`config.mk`:
```
export PLATFORM = sky130hd
export DESIGN_NAME = uart_rx_flat
export DESIGN_NICKNAME = d
export VERILOG_FILES = /design/src/rtl/uart_rx_if.sv /design/src/rtl/uart_rx.sv /design/src/flat_wrapper.sv
export SDC_FILE = /design/constraint.sdc
export NUM_CORES = 1
export LEC_CHECK = 0
export CAP_MARGIN = 20
export CORE_UTILIZATION = 49
export CTS_BUF_LIST = sky130_fd_sc_hd__clkbuf_4 sky130_fd_sc_hd__clkbuf_8
export DETAILED_ROUTE_END_ITERATION = 6
export HOLD_SLACK_MARGIN = 0.12
export PLACE_DENSITY = 0.75
export SYNTH_ARGS = -nofsm -noshare
export SYNTH_HDL_FRONTEND = slang
export SYNTH_SLANG_ARGS = --single-unit
export TNS_END_PERCENT = 30
```
`constraint.sdc`:
```
create_clock -name clk -period 2.3 [get_ports clk]
set_clock_uncertainty 0.05 [all_clocks]
set_input_delay 0.345 -clock clk [delete_from_list [all_inputs] [get_ports clk]]
set_output_delay 0.345 -clock clk [all_outputs]
set_load 0.02 [all_outputs]
```
`src/rtl/uart_rx_if.sv`:
```
// Serial receive bus: the line input plus the received-byte outputs and status strobes.
interface uart_rx_if;
    logic       rx;
    logic [7:0] rx_data;
    logic       rx_valid;
    logic       rx_frame_err;
    logic       rx_busy;

    // Line driver / byte consumer side
    modport master (
        output rx,
        input  rx_data,
        input  rx_valid,
        input  rx_frame_err,
        input  rx_busy
    );

    // Receiver side
    modport slave (
        input  rx,
        output rx_data,
        output rx_valid,
        output rx_frame_err,
        output rx_busy
    );
endinterface

```
`src/rtl/uart_rx.sv`:
```
// UART receiver: 8N1, LSB first, mid-bit sampling on a two-flop synchronised line.
// A stop bit sampled low reports a framing error and parks in BREAK until the
// line returns high, so a held-low line is never decoded as a stream of 0x00.
module uart_rx #(
    parameter int unsigned ClkFreq  = 10_000_000,
    parameter int unsigned BaudRate = 115200
) (
    input  logic     clk,
    input  logic     reset,
    uart_rx_if.slave bus
);

    localparam int unsigned BaudsPerBit = ClkFreq / BaudRate;
    localparam int unsigned HalfBit     = BaudsPerBit / 2;
    localparam int unsigned CntW        = $clog2(BaudsPerBit + 1);

    typedef enum logic [2:0] {
        S_IDLE  = 3'd0,
        S_START = 3'd1,
        S_DATA  = 3'd2,
        S_STOP  = 3'd3,
        S_BREAK = 3'd4
    } state_t;

    logic            r_sync1;
    logic            r_rx_s;
    state_t          r_state;
    logic [CntW-1:0] r_cnt;
    logic [3:0]      r_bit_idx;
    logic [7:0]      r_shift;
    logic [7:0]      r_data;
    logic            r_valid;
    logic            r_frame_err;
    logic            r_busy;

    logic            w_half_hit;
    logic            w_bit_hit;

    assign w_half_hit = (r_cnt == CntW'(HalfBit - 1));
    assign w_bit_hit  = (r_cnt == CntW'(BaudsPerBit - 1));

    // Two-flop synchroniser for the asynchronous line; idles high
    always_ff @(posedge clk) begin
        if (reset) begin
            r_sync1 <= 1'b1;
            r_rx_s  <= 1'b1;
        end else begin
            r_sync1 <= bus.rx;
            r_rx_s  <= r_sync1;
        end
    end

    // Frame FSM with baud counter, shift register and registered strobes/busy
    always_ff @(posedge clk) begin
        if (reset) begin
            r_state     <= S_IDLE;
            r_cnt       <= '0;
            r_bit_idx   <= '0;
            r_shift     <= '0;
            r_data      <= '0;
            r_valid     <= 1'b0;
            r_frame_err <= 1'b0;
            r_busy      <= 1'b0;
        end else begin
            r_valid     <= 1'b0;
            r_frame_err <= 1'b0;
            r_cnt       <= r_cnt + CntW'(1);

            case (r_state)
                S_IDLE: begin
                    r_cnt <= '0;
                    if (!r_rx_s) begin
                        r_state <= S_START;
                        r_busy  <= 1'b1;
                    end
                end

                S_START: begin
                    if (w_half_hit) begin
                        r_cnt <= '0;
                        if (!r_rx_s) begin
                            r_state   <= S_DATA;
                            r_bit_idx <= '0;
                        end else begin
                            // Start bit did not survive to mid-bit: treat as a glitch
                            r_state <= S_IDLE;
                            r_busy  <= 1'b0;
                        end
                    end
                end

                S_DATA: begin
                    if (w_bit_hit) begin
                        r_cnt     <= '0;
                        r_shift   <= {r_rx_s, r_shift[7:1]};
                        r_bit_idx <= r_bit_idx + 4'd1;
                        if (r_bit_idx == 4'd7) begin
                            r_state <= S_STOP;
                        end
                    end
                end

                S_STOP: begin
                    if (w_bit_hit) begin
                        r_cnt <= '0;
                        if (r_rx_s) begin
                            r_data  <= r_shift;
                            r_valid <= 1'b1;
                            r_state <= S_IDLE;
                            r_busy  <= 1'b0;
                        end else begin
                            r_frame_err <= 1'b1;
                            r_state     <= S_BREAK;
                        end
                    end
                end

                S_BREAK: begin
                    r_cnt <= '0;
                    if (r_rx_s) begin
                        r_state <= S_IDLE;
                        r_busy  <= 1'b0;
                    end
                end

                default: begin
                    r_cnt   <= '0;
                    r_state <= S_IDLE;
                    r_busy  <= 1'b0;
                end
            endcase
        end
    end

    assign bus.rx_data      = r_data;
    assign bus.rx_valid     = r_valid;
    assign bus.rx_frame_err = r_frame_err;
    assign bus.rx_busy      = r_busy;

endmodule
```
`src/flat_wrapper.sv`:
```
// flat-port wrapper written by rule: the top's interface ports become plain ports
module uart_rx_flat 
#(
    parameter int unsigned ClkFreq  = 10_000_000,
    parameter int unsigned BaudRate = 115200
)
  (clk, reset, bus_rx, bus_rx_data, bus_rx_valid, bus_rx_frame_err, bus_rx_busy);
  uart_rx_if bus_i ();
  input  logic clk;
  input  logic reset;
  input wire logic [$bits(bus_i.rx)-1:0] bus_rx;
  output wire logic [$bits(bus_i.rx_data)-1:0] bus_rx_data;
  output wire logic [$bits(bus_i.rx_valid)-1:0] bus_rx_valid;
  output wire logic [$bits(bus_i.rx_frame_err)-1:0] bus_rx_frame_err;
  output wire logic [$bits(bus_i.rx_busy)-1:0] bus_rx_busy;
  assign bus_i.rx = bus_rx;
  assign bus_rx_data = bus_i.rx_data;
  assign bus_rx_valid = bus_i.rx_valid;
  assign bus_rx_frame_err = bus_i.rx_frame_err;
  assign bus_rx_busy = bus_i.rx_busy;
  uart_rx #(.ClkFreq(ClkFreq), .BaudRate(BaudRate)) u_core (.clk(clk), .reset(reset), .bus(bus_i));
endmodule
```
==> metrics, run 1 <==
synth top area cells dfxtp_1 (47%), mux2i_1 (6.7%), nor2_1 (5.8%); core area between 2000 and 3000 um^2; largest family of logic cells by synthesized area simple AND/OR/NAND/NOR gates; # rows 19; Mean Syn Cell Area approximately 8.8 um^2; Overall Global Routing Usage 18.7%; HP Class reg -> reg; mux contribution to synthesized area under 10%; port bufs 13; worst hold slack 0.382 ns; CTS resizes 0; global-route wire length before repair around 4700 um; worst-path fanout max 7; final instance area ~1700 um^2; num ports 14; die area around 3300 um^2; clk_lat worst skew 0.33 ns; distinct cell type count after synthesis 38; Synth top area share between 40% and 50%; Initial Utilization between 50% and 60%; post-synthesis compound-gate area fraction 10.4%; Worst-Margin Slew 0.449 ns; CP Capture Type register; Post-Syn Area roughly 1500 um^2; CTS Buf Count 5; largest net degree at the start of global routing 26; RSZ-0062 raised after global routing no; filler instances 255; placed instance area around 1700 um^2; Setup CP Type reg -> reg; antenna viol nets, final 0; Post-Syn Nets between 150 and 200; Final Cycle Share 83.2%; final hold vios 0; pwr/cell area ~650 nW/um^2; status finished, violations left; drt drc 2; Clock Sinks 35; leak pwr around 0.61 nW; final setup fails 0; Nets between 150 and 200; ys flop type dfxtp_1; Yosys warnings 0; ANT cells 0; Synth area leader dfxtp_1; Worst Path Required roughly 2.5 ns; CP Launch Type register; clock slew at reported path FFs roughly 0.10 ns; fraction of layout cells with a size suffix above 1 ~8.5%; cells after synthesis roughly 170; gpl congestion ~0.9; most frequent cell after synthesis dfxtp_1; H-tree depth 2; Max Slew Vio Count 0; die width ~57 um; initial antenna violation count 0; asr flop ratio synth 0%; Post-CTS Setup Bufs 0; crit path launch u_core.r_cnt[0]; list of most frequent post-synthesis cells dfxtp_1 (35), nor2_1 (23), nand2_1 (22); number of synthesized flops with an enable pin 0; root buf cell clkbuf_4; critical path arrival about 2.1 ns; HPWL Detailed roughly 2000 um; r2r startpoint u_core.r_cnt[0]; max_slew headroom a little over two thirds; via count about 1,300; FF+latch count, synth 35; Hold Startpoint u_core.r_sync1; First DRT Iteration DRCs between 60 and 70; setup_tns 0 ns; Final min period between 1.5 and 2 ns; routed vias/inst 5.69; CTS Buffer Depth 2; drt first pass iters 6; Post-Route WL ~2800 um; layout overhead on the synthesized area 16.8%; Worst VDD drop ~0.00033 V; violated checks DRC; hold buffer count at cts 0; fraction of synthesized cell area in xor and xnor cells 2.93%; drt wl/cell between 10 and 15 um; Die Y approximately 57 um; simple-gate share of the synthesized area a little over a quarter; Max Freq 0.523 GHz; TritonCTS clock tree done; Seq/Total Area, Yosys between 40% and 50%; number of global-route vias before repair around 1,100; Overflow after GRT 0; Synth Area in Adders roughly 4%; number of max-cap violations 0
-- sequential cells by signal, summed over array words and instances, names as in the netlist --
signal	cells
u_core.bus.rx_busy	1
u_core.r_cnt	7
u_core.r_rx_s	1
u_core.r_state	3
u_core.r_bit_idx	4
u_core.bus.rx_valid	1
u_core.bus.rx_frame_err	1
u_core.bus.rx_data	8
u_core.r_sync1	1
u_core.r_shift	8
-- final timing paths --
| kind | end | slack, ns | cells past startpoint |
|---|---|---|---|
| setup / recovery | u_core.r_cnt[5] | 0.39 | 7 |
| hold / removal | u_core.r_rx_s | 0.38 | 1 |
| setup reg to reg | u_core.r_cnt[5] | 0.39 | 7 |
| hold reg to reg | u_core.r_rx_s | 0.38 | 1 |
-- cell usage in the layout (no fill, tap or decap), drive strengths merged, types with 2 or more instances in the layout --
cell type / count
a211o: 2
nand3: 6
a21oi: 13
clkbuf: 6
nand2: 23
o21ai: 5
buf: 4
or2: 3
mux2i: 10
or3: 2
nor4: 4
nor2: 23
dfxtp: 35
xor2: 2
and3: 2
xnor2: 3
nor3: 4
inv: 5
nand4: 2
ha: 4
clkdlybuf4s50: 13
-- layer usage --
layer / share of wire, % / global-route usage (%) / up-vias
met5: 0 / 0 / -
met4: 2.1 / 10.5 / 0
met3: 4.5 / 7.03 / 7
met2: 46 / 27.9 / 28
met1: 48 / 23.3 / 590
li1: - / - / 627
-- where the power goes --
| part | internal, mW | leakage (nW) | switching [mW] |
|---|---|---|---|
| logic | 0.0311 | 0.287 | 0.0415 |
| registers | 0.616 | 0.283 | 0.0142 |
| clock network | 0.236 | 0.0417 | 0.191 |
-- kinds of logic (layout without fill, tap and decap cells) --
| kind of cell | Yosys count | count (layout) |
|---|---|---|
| compound gates | 26 | 26 |
| xor+xnor | 5 | 5 |
| fa+ha+maj | 5 | 5 |
| buf+inv | 12 | 30 |
| flops | 35 | 35 |
| mux | 10 | 10 |
| simple gates | 78 | 78 |
-- per-stage QoR --
stage	utilization, %	cells	setup slack, ns	total power, mW
after floorplan	-	171	0.496	0.693
after global placement	59.1	213	0.492	0.713
after detailed placement	59.1	213	0.406	0.716
after CTS	61.8	220	0.376	1.14
after global routing	61.8	220	0.276	1.19
final	61.8	220	0.387	1.13
-- final cells by class --
cell class	instances	area, um^2	share of cell area (%)
sequential	35	701	40.1
timing repair buffer	17	160	9.16
clock inverter	1	30.0	1.72
tap	31	38.8	2.22
inverter	6	22.5	1.29
multi-input combinational	124	751	42.9
clock buffer	6	45.0	2.58
-- critical path, stage by stage, from the launching register on --
cell and delay (ns):
dfxtp_1 0.42, inv_1 0.06, ha_1 0.18, and2_1 0.16, a21o_1 0.19, or2_2 0.28
a211o_1 0.39, nor2_1 0.13
(Power assumes the default switching activity.)
==> run 2, diff against run 1 <==
--- a/config.mk
+++ b/config.mk
@@ -10,7 +10,7 @@
 export CTS_BUF_LIST = sky130_fd_sc_hd__clkbuf_4 sky130_fd_sc_hd__clkbuf_8
 export DETAILED_ROUTE_END_ITERATION = 6
 export HOLD_SLACK_MARGIN = 0.12
-export PLACE_DENSITY = 0.75
+export PLACE_DENSITY = 0.78
 export SYNTH_ARGS = -nofsm -noshare
 export SYNTH_HDL_FRONTEND = slang
 export SYNTH_SLANG_ARGS = --single-unit
==> constraint.sdc (replaced) <==
create_clock -name clk -period 1.6 [get_ports clk]
set_clock_uncertainty 0.05 [all_clocks]
set_input_delay 0.24 -clock clk [delete_from_list [all_inputs] [get_ports clk]]
set_output_delay 0.24 -clock clk [all_outputs]
set_load 0.02 [all_outputs]
==> run 2 against run 1 <==
Net effect: the run ends with DRC, setup timing left; largest power group unchanged; critical path type unchanged; global-route usage is 2.5 points higher; sequential power up 43%; sequential cell count stayed put; total power is 38% higher; die area did not move; final area grew 17%; largest cell class unchanged; register-to-register slack worse by 0.51 ns; worst hold slack worse by 0.00053 ns.
==> metrics, run 2 (synthesis gave the netlist of run 1 again) <==
CP max-delay cell a211o_4; antenna viol nets, final 0 (unchanged); combinational power share 10.9% (+4.5 points); number of global-route vias before repair 1,206 (+10%); GR Layer Usage met1 24.3% (+0.97 points); port bufs 13 (unchanged); drt first pass iters 7 (+1); pwr/cell area 760 nW/um^2 (+18%); Setup CP Type reg -> reg; GR peak layer met2; max_slew headroom 78.5% (+8.8 points); met2 usage 36.1% (+8.2 points); ANT cells 0 (unchanged); gpl congestion 0.859 (-2.6%); Cell Int Power 1.17 mW (+33%); core area 2830 um^2 (unchanged); commonest non-fill, non-tap cells in the layout dfxtp_1 (33), nand2_1 (22), buf_4 (18); H-tree depth 2 (unchanged); layout overhead on the synthesized area 37.1%; global-route wire length before repair 5240 um (+12%); routed vias/inst 5.58 (-2.0%); worst-path fanout max 7 (unchanged); max incr delay on CP 0.40 ns (-0.02 ns); CTS Buffer Depth 2 (unchanged); die area 3280 um^2 (unchanged); Max Freq 0.579 GHz (+11%); final setup fails 18 (+18); violated checks DRC, setup timing; RSZ-0062 raised after global routing yes; Die Y 57.3 um (unchanged); CP Capture Type register; critical path, cell by cell inv_2 > ha_4 > and2_4 > a21o_1 > or2_4 > a211o_4 > nor2_2; family with the most delay on the worst path compound AO/OA/AOI/OAI gates; switching share of power 24.8% (+2.9 points); Nets 215 (+9.7%); Clock Sinks 35 (unchanged); Bufs and invs on worst path 1 (unchanged); status finished, violations left; Max Slew Vio Count 0 (unchanged); Final min period 1.73 ns (-0.187 ns); Switching Power 0.387 mW (+56%); num ports 14 (unchanged); fraction of layout cells with a size suffix above 1 28.2% (+20 points); drt wl/cell 13.4 um (+6.2%); # rows 19 (unchanged); die width 57.3 um (unchanged); clock share of power 31.3% (-6.5 points); pre-CTS setup slack -0.219 ns (-0.625 ns); HP Class reg -> reg; Overflow after GRT 0 (unchanged); Worst-Margin Slew 0.321 ns (-0.129 ns); HPWL Detailed 2240 um (+12%); largest net degree at the start of global routing 26 (unchanged); CP Launch Type register; via count 1,339 (+6.9%); clock slew at reported path FFs 0.10 ns (about the same); sequential share of power 57.8% (+2.0 points); root buf cell clkbuf_4; TritonCTS clock tree done; Power Total 1.56 mW (+38%); clk_lat worst skew 0.35 ns (+0.02 ns); GR Util met3 7.48% (+0.45 points); final hold vios 0 (unchanged); First DRT Iteration DRCs 31 (-50%); critical path arrival 1.96 ns (-0.18 ns); leak pwr 0.863 nW (+41%); final setup margin -0.126 ns (-0.513 ns); Final Cycle Share 108% (+25 points); number of max-cap violations 0 (unchanged); Worst Path Required 1.83 ns (-0.70 ns); Post-Route WL 3220 um (+16%); drt drc 6 (+4); initial antenna violation count 0 (unchanged); Worst VDD drop 0.000478 V (+44%); Overall Global Routing Usage 21.2% (+2.5 points); CTS Buf Count 5 (unchanged); leading cell type in the layout, fill and taps excluded dfxtp_1; Initial Utilization 52.9% (unchanged)
run 2: cell count changes in the layout (fill, tap and decap cells not counted), moves of 4 or more:
cell             delta
buf_4              +14
clkdlybuf4s50_1     -9
nor2_1              -8
dlymetal6s2s_1      +7
nor2_2              +5
a21oi_1             -4
a21oi_2             +4
run 2: what timing repair did:
item | in CTS | in global routing
buffers inserted | 1 | 0
pin swaps | 18 | 9
hold buffers | 0 | 0
gates resized for setup | 13 | 27
endpoints found under the hold margin | 0 | 0
setup endpoints to repair | 19 | 39
run 2: metal layers:
metal | vias up | part of all wire [%]
li1 | 669 | -
met1 | 635 | 45
met2 | 28 | 49
met3 | 7 | 4.4
met4 | 0 | 1.7
met5 | - | 0
run 2: power groups by stage:
stage	Combinational (mW)	Clock, mW	Sequential, mW
2_1_floorplan	0.0740	0	0.925
3_3_place_gp	0.134	0	0.920
3_5_place_dp	0.137	0	0.921
4_1_cts	0.161	0.496	0.901
5_1_grt	0.184	0.538	0.904
6_report	0.171	0.488	0.901
run 2: metrics by stage:
| step | util, % | instance area [um^2] | instances | hold slack [ns] | TNS, ns |
|---|---|---|---|---|---|
| global route | 72.5 | 2050 | 240 | 0.398 | -3.62 |
| finish | 72.5 | 2050 | 240 | 0.382 | -1.42 |
| CTS | 69.2 | 1960 | 240 | 0.387 | -1.71 |
| floorplan | - | 1510 | 171 | 0.294 | -2.50 |
| detailed placement | 65.4 | 1850 | 231 | 0.360 | -2.30 |
| global placement | 65.4 | 1850 | 231 | 0.350 | -1.63 |
run 2: area by class of cell:
class                   count  area (um^2)
multi-input cells         124          865
fillers                   203          777
flip-flops and latches     35          706
repair buffers             36          363
clock buffers               7         52.6
well taps                  31         38.8
inverters                   6         22.5
clock inverters             1         5.00
run 2: final timing paths:
check	from	to	slack [ns]	cells past startpoint
worst max-delay path	u_core.r_cnt[0]	u_core.r_cnt[1]	-0.13	7
worst min-delay path	u_core.r_sync1	u_core.r_rx_s	0.38	1
worst max register to register	u_core.r_cnt[0]	u_core.r_cnt[1]	-0.13	7
worst min register to register	u_core.r_sync1	u_core.r_rx_s	0.38	1
==> run 3, diff against run 2 <==
--- a/config.mk
+++ b/config.mk
@@ -6,9 +6,11 @@
 export NUM_CORES = 1
 export LEC_CHECK = 0
 export CAP_MARGIN = 20
+export CORE_MARGIN = 5
 export CORE_UTILIZATION = 49
 export CTS_BUF_LIST = sky130_fd_sc_hd__clkbuf_4 sky130_fd_sc_hd__clkbuf_8
 export DETAILED_ROUTE_END_ITERATION = 6
+export GPL_ROUTABILITY_DRIVEN = 1
 export HOLD_SLACK_MARGIN = 0.12
 export PLACE_DENSITY = 0.78
 export SYNTH_ARGS = -nofsm -noshare
==> run 3 against run 2 <==
Net effect: the flow finishes with violations (setup timing); total power up 2.3%; via count up 1.1%; first-iteration DRC count rose to 2.7 times the previous value; non-clock buffer count up 2; combinational power down 13%; clock power up 10%; clock-buffer cell count down 1; global-route usage down 2.2 points; sequential cell count unchanged; cell count up 1.7%; critical endpoint is now u_core.r_cnt[3].
==> metrics, run 3 (synthesis gave the netlist of run 1 again) <==
status finished, violations left; violated checks setup timing; largest net degree at the start of global routing 29 (+12%); Worst Path Required 1.85 ns (+0.02 ns); r2r startpoint u_core.r_cnt[0]; CTS Buf Count 5 (unchanged); CP Launch Type register; Clock Sinks 35 (unchanged); die width 65.3 um (+14%); clk_lat worst skew 0.36 ns (about the same); num ports 14 (unchanged); RSZ-0062 raised after global routing yes; fraction of layout cells with a size suffix above 1 30.3% (+2.1 points); final core occ 68.3% (-4.3 points); pwr/cell area 779 nW/um^2 (+2.4%); R2R setup slack -0.18 ns (-0.05 ns); Power Total 1.60 mW (+2.3%); CP Capture Type register; layout overhead on the synthesized area 37.0%; drt wl/cell 15.0 um (+12%); Hold Startpoint u_core.r_sync1; hold depth 1 (unchanged); Post-Route WL 3660 um (+14%); global-route wire length before repair 6140 um (+17%); die area 4260 um^2 (+30%); CTS Buffer Depth 2 (unchanged); via count 1,354 (+1.1%); critical path arrival 2.03 ns (+0.07 ns); # rows 20 (+1); cell total after placement 235 (+1.7%); gpl congestion 0.906 (+5.4%); FF-to-FF path depth 7 (unchanged); final instance area 2050 um^2 (-0.12%); Bufs and invs on worst path 1 (unchanged); clock slew at reported path FFs 0.11 ns (about the same); final hold vios 0 (unchanged); final setup fails 17 (-1); H-tree depth 2 (unchanged); family with the most delay on the worst path compound AO/OA/AOI/OAI gates; Max Freq 0.562 GHz (-2.9%); initial antenna violation count 0 (unchanged); HPWL Detailed 2530 um (+13%); Nets 217 (+0.93%); Post-Layout Cell Count 244 (+1.7%); CP max-delay cell dfxtp_4; port bufs 13 (unchanged); Setup CP Type reg -> reg; placed instance area 1870 um^2 (+0.95%); ANT cells 0 (unchanged); Final Cycle Share 111% (+3.3 points); Initial Utilization 49.8% (-3.1 points); number of max-cap violations 0 (unchanged); First DRT Iteration DRCs 84 (+170%); critical path, cell by cell inv_2 > ha_2 > and2_4 > a21o_1 > or2_4 > a211o_4 > nor2_2; Worst VDD drop 0.000553 V (+16%); TritonCTS clock tree done; drt first pass iters 4 (-3); routed vias/inst 5.55 (-0.54%); Min-Delay Endpoint u_core.r_rx_s; drt drc 0 (-6); leading cell type in the layout, fill and taps excluded dfxtp_1; root buf cell clkbuf_4; max incr delay on CP 0.39 ns (about the same); reg-to-reg critical path endpoint u_core.r_cnt[3]; worst-path fanout max 7 (unchanged); Die Y 65.3 um (+14%); Worst-Margin Slew 0.320 ns (-0.00117 ns); CP Depth 7 (unchanged); core area 3000 um^2 (+6.1%); max_slew headroom 78.7% (+0.13 points); crit path launch u_core.r_cnt[0]; Max Slew Vio Count 0 (unchanged); HP Class reg -> reg; number of global-route vias before repair 1,365 (+13%); Overflow after GRT 0 (unchanged); leak pwr 0.809 nW (-6.2%); antenna viol nets, final 0 (unchanged); Final min period 1.78 ns (+0.0522 ns); final setup margin -0.178 ns (-0.0522 ns); Overall Global Routing Usage 19.0% (-2.2 points); commonest non-fill, non-tap cells in the layout dfxtp_1 (33), nand2_1 (22), buf_4 (22)
[run 3: area by class of cell]
cell class	count	area [um^2]
clock buffer	6	51.3
tap	33	41.3
clock inverter	2	16.3
timing repair buffer	38	340
multi-input combinational	124	872
inverter	6	22.5
fill	249	953
sequential	35	706
[run 3: worst reg2reg max path: stages (launching register included)]
cell and delay (ns):
dfxtp_4 0.39, inv_2 0.04, ha_2 0.18, and2_4 0.14, a21o_1 0.18, or2_4 0.24
a211o_4 0.39, nor2_2 0.12
[run 3: worst max-delay path by stage]
stage	endpoint	slack [ns]
finish	u_core.r_cnt[3]	-0.18
global placement	u_core.r_cnt[3]	-0.16
detailed placement	u_core.r_cnt[5]	-0.23
global route	u_core.r_cnt[3]	-0.23
floorplan	u_core.bus.rx_data[0]	-0.19
CTS	u_core.bus.rx_data[3]	-0.14
[run 3: per-stage QoR]
| step | hold slack (ns) | TNS [ns] | setup slack, ns |
|---|---|---|---|
| CTS | 0.389 | -2.03 | -0.139 |
| floorplan | 0.294 | -2.50 | -0.194 |
| global placement | 0.350 | -2.12 | -0.162 |
| detailed placement | 0.363 | -3.04 | -0.231 |
| global route | 0.386 | -3.33 | -0.234 |
| finish | 0.385 | -2.17 | -0.178 |
[run 3: power by group]
| group | switching, mW | total [mW] | internal, mW | leakage, nW |
|---|---|---|---|---|
| clock network | 0.322 | 0.538 | 0.216 | 0.0345 |
| logic | 0.0798 | 0.149 | 0.0695 | 0.491 |
| registers | 0.0217 | 0.908 | 0.886 | 0.284 |
[run 3: what timing repair did]
item	in CTS	in global routing
pin swaps	15	11
setup buffers	1	0
resized for setup	21	22
hold endpoints to repair	0	0
endpoints found under the setup margin	36	32
hold buffers	0	0
[run 3: routing by layer]
metal	GRT usage (%)	part of all wire (%)	vias up
met3	7.35	3.8	7
met5	0	0	-
met4	7.51	2.0	0
met2	32.1	51	24
met1	21.3	43	653
li1	-	-	670
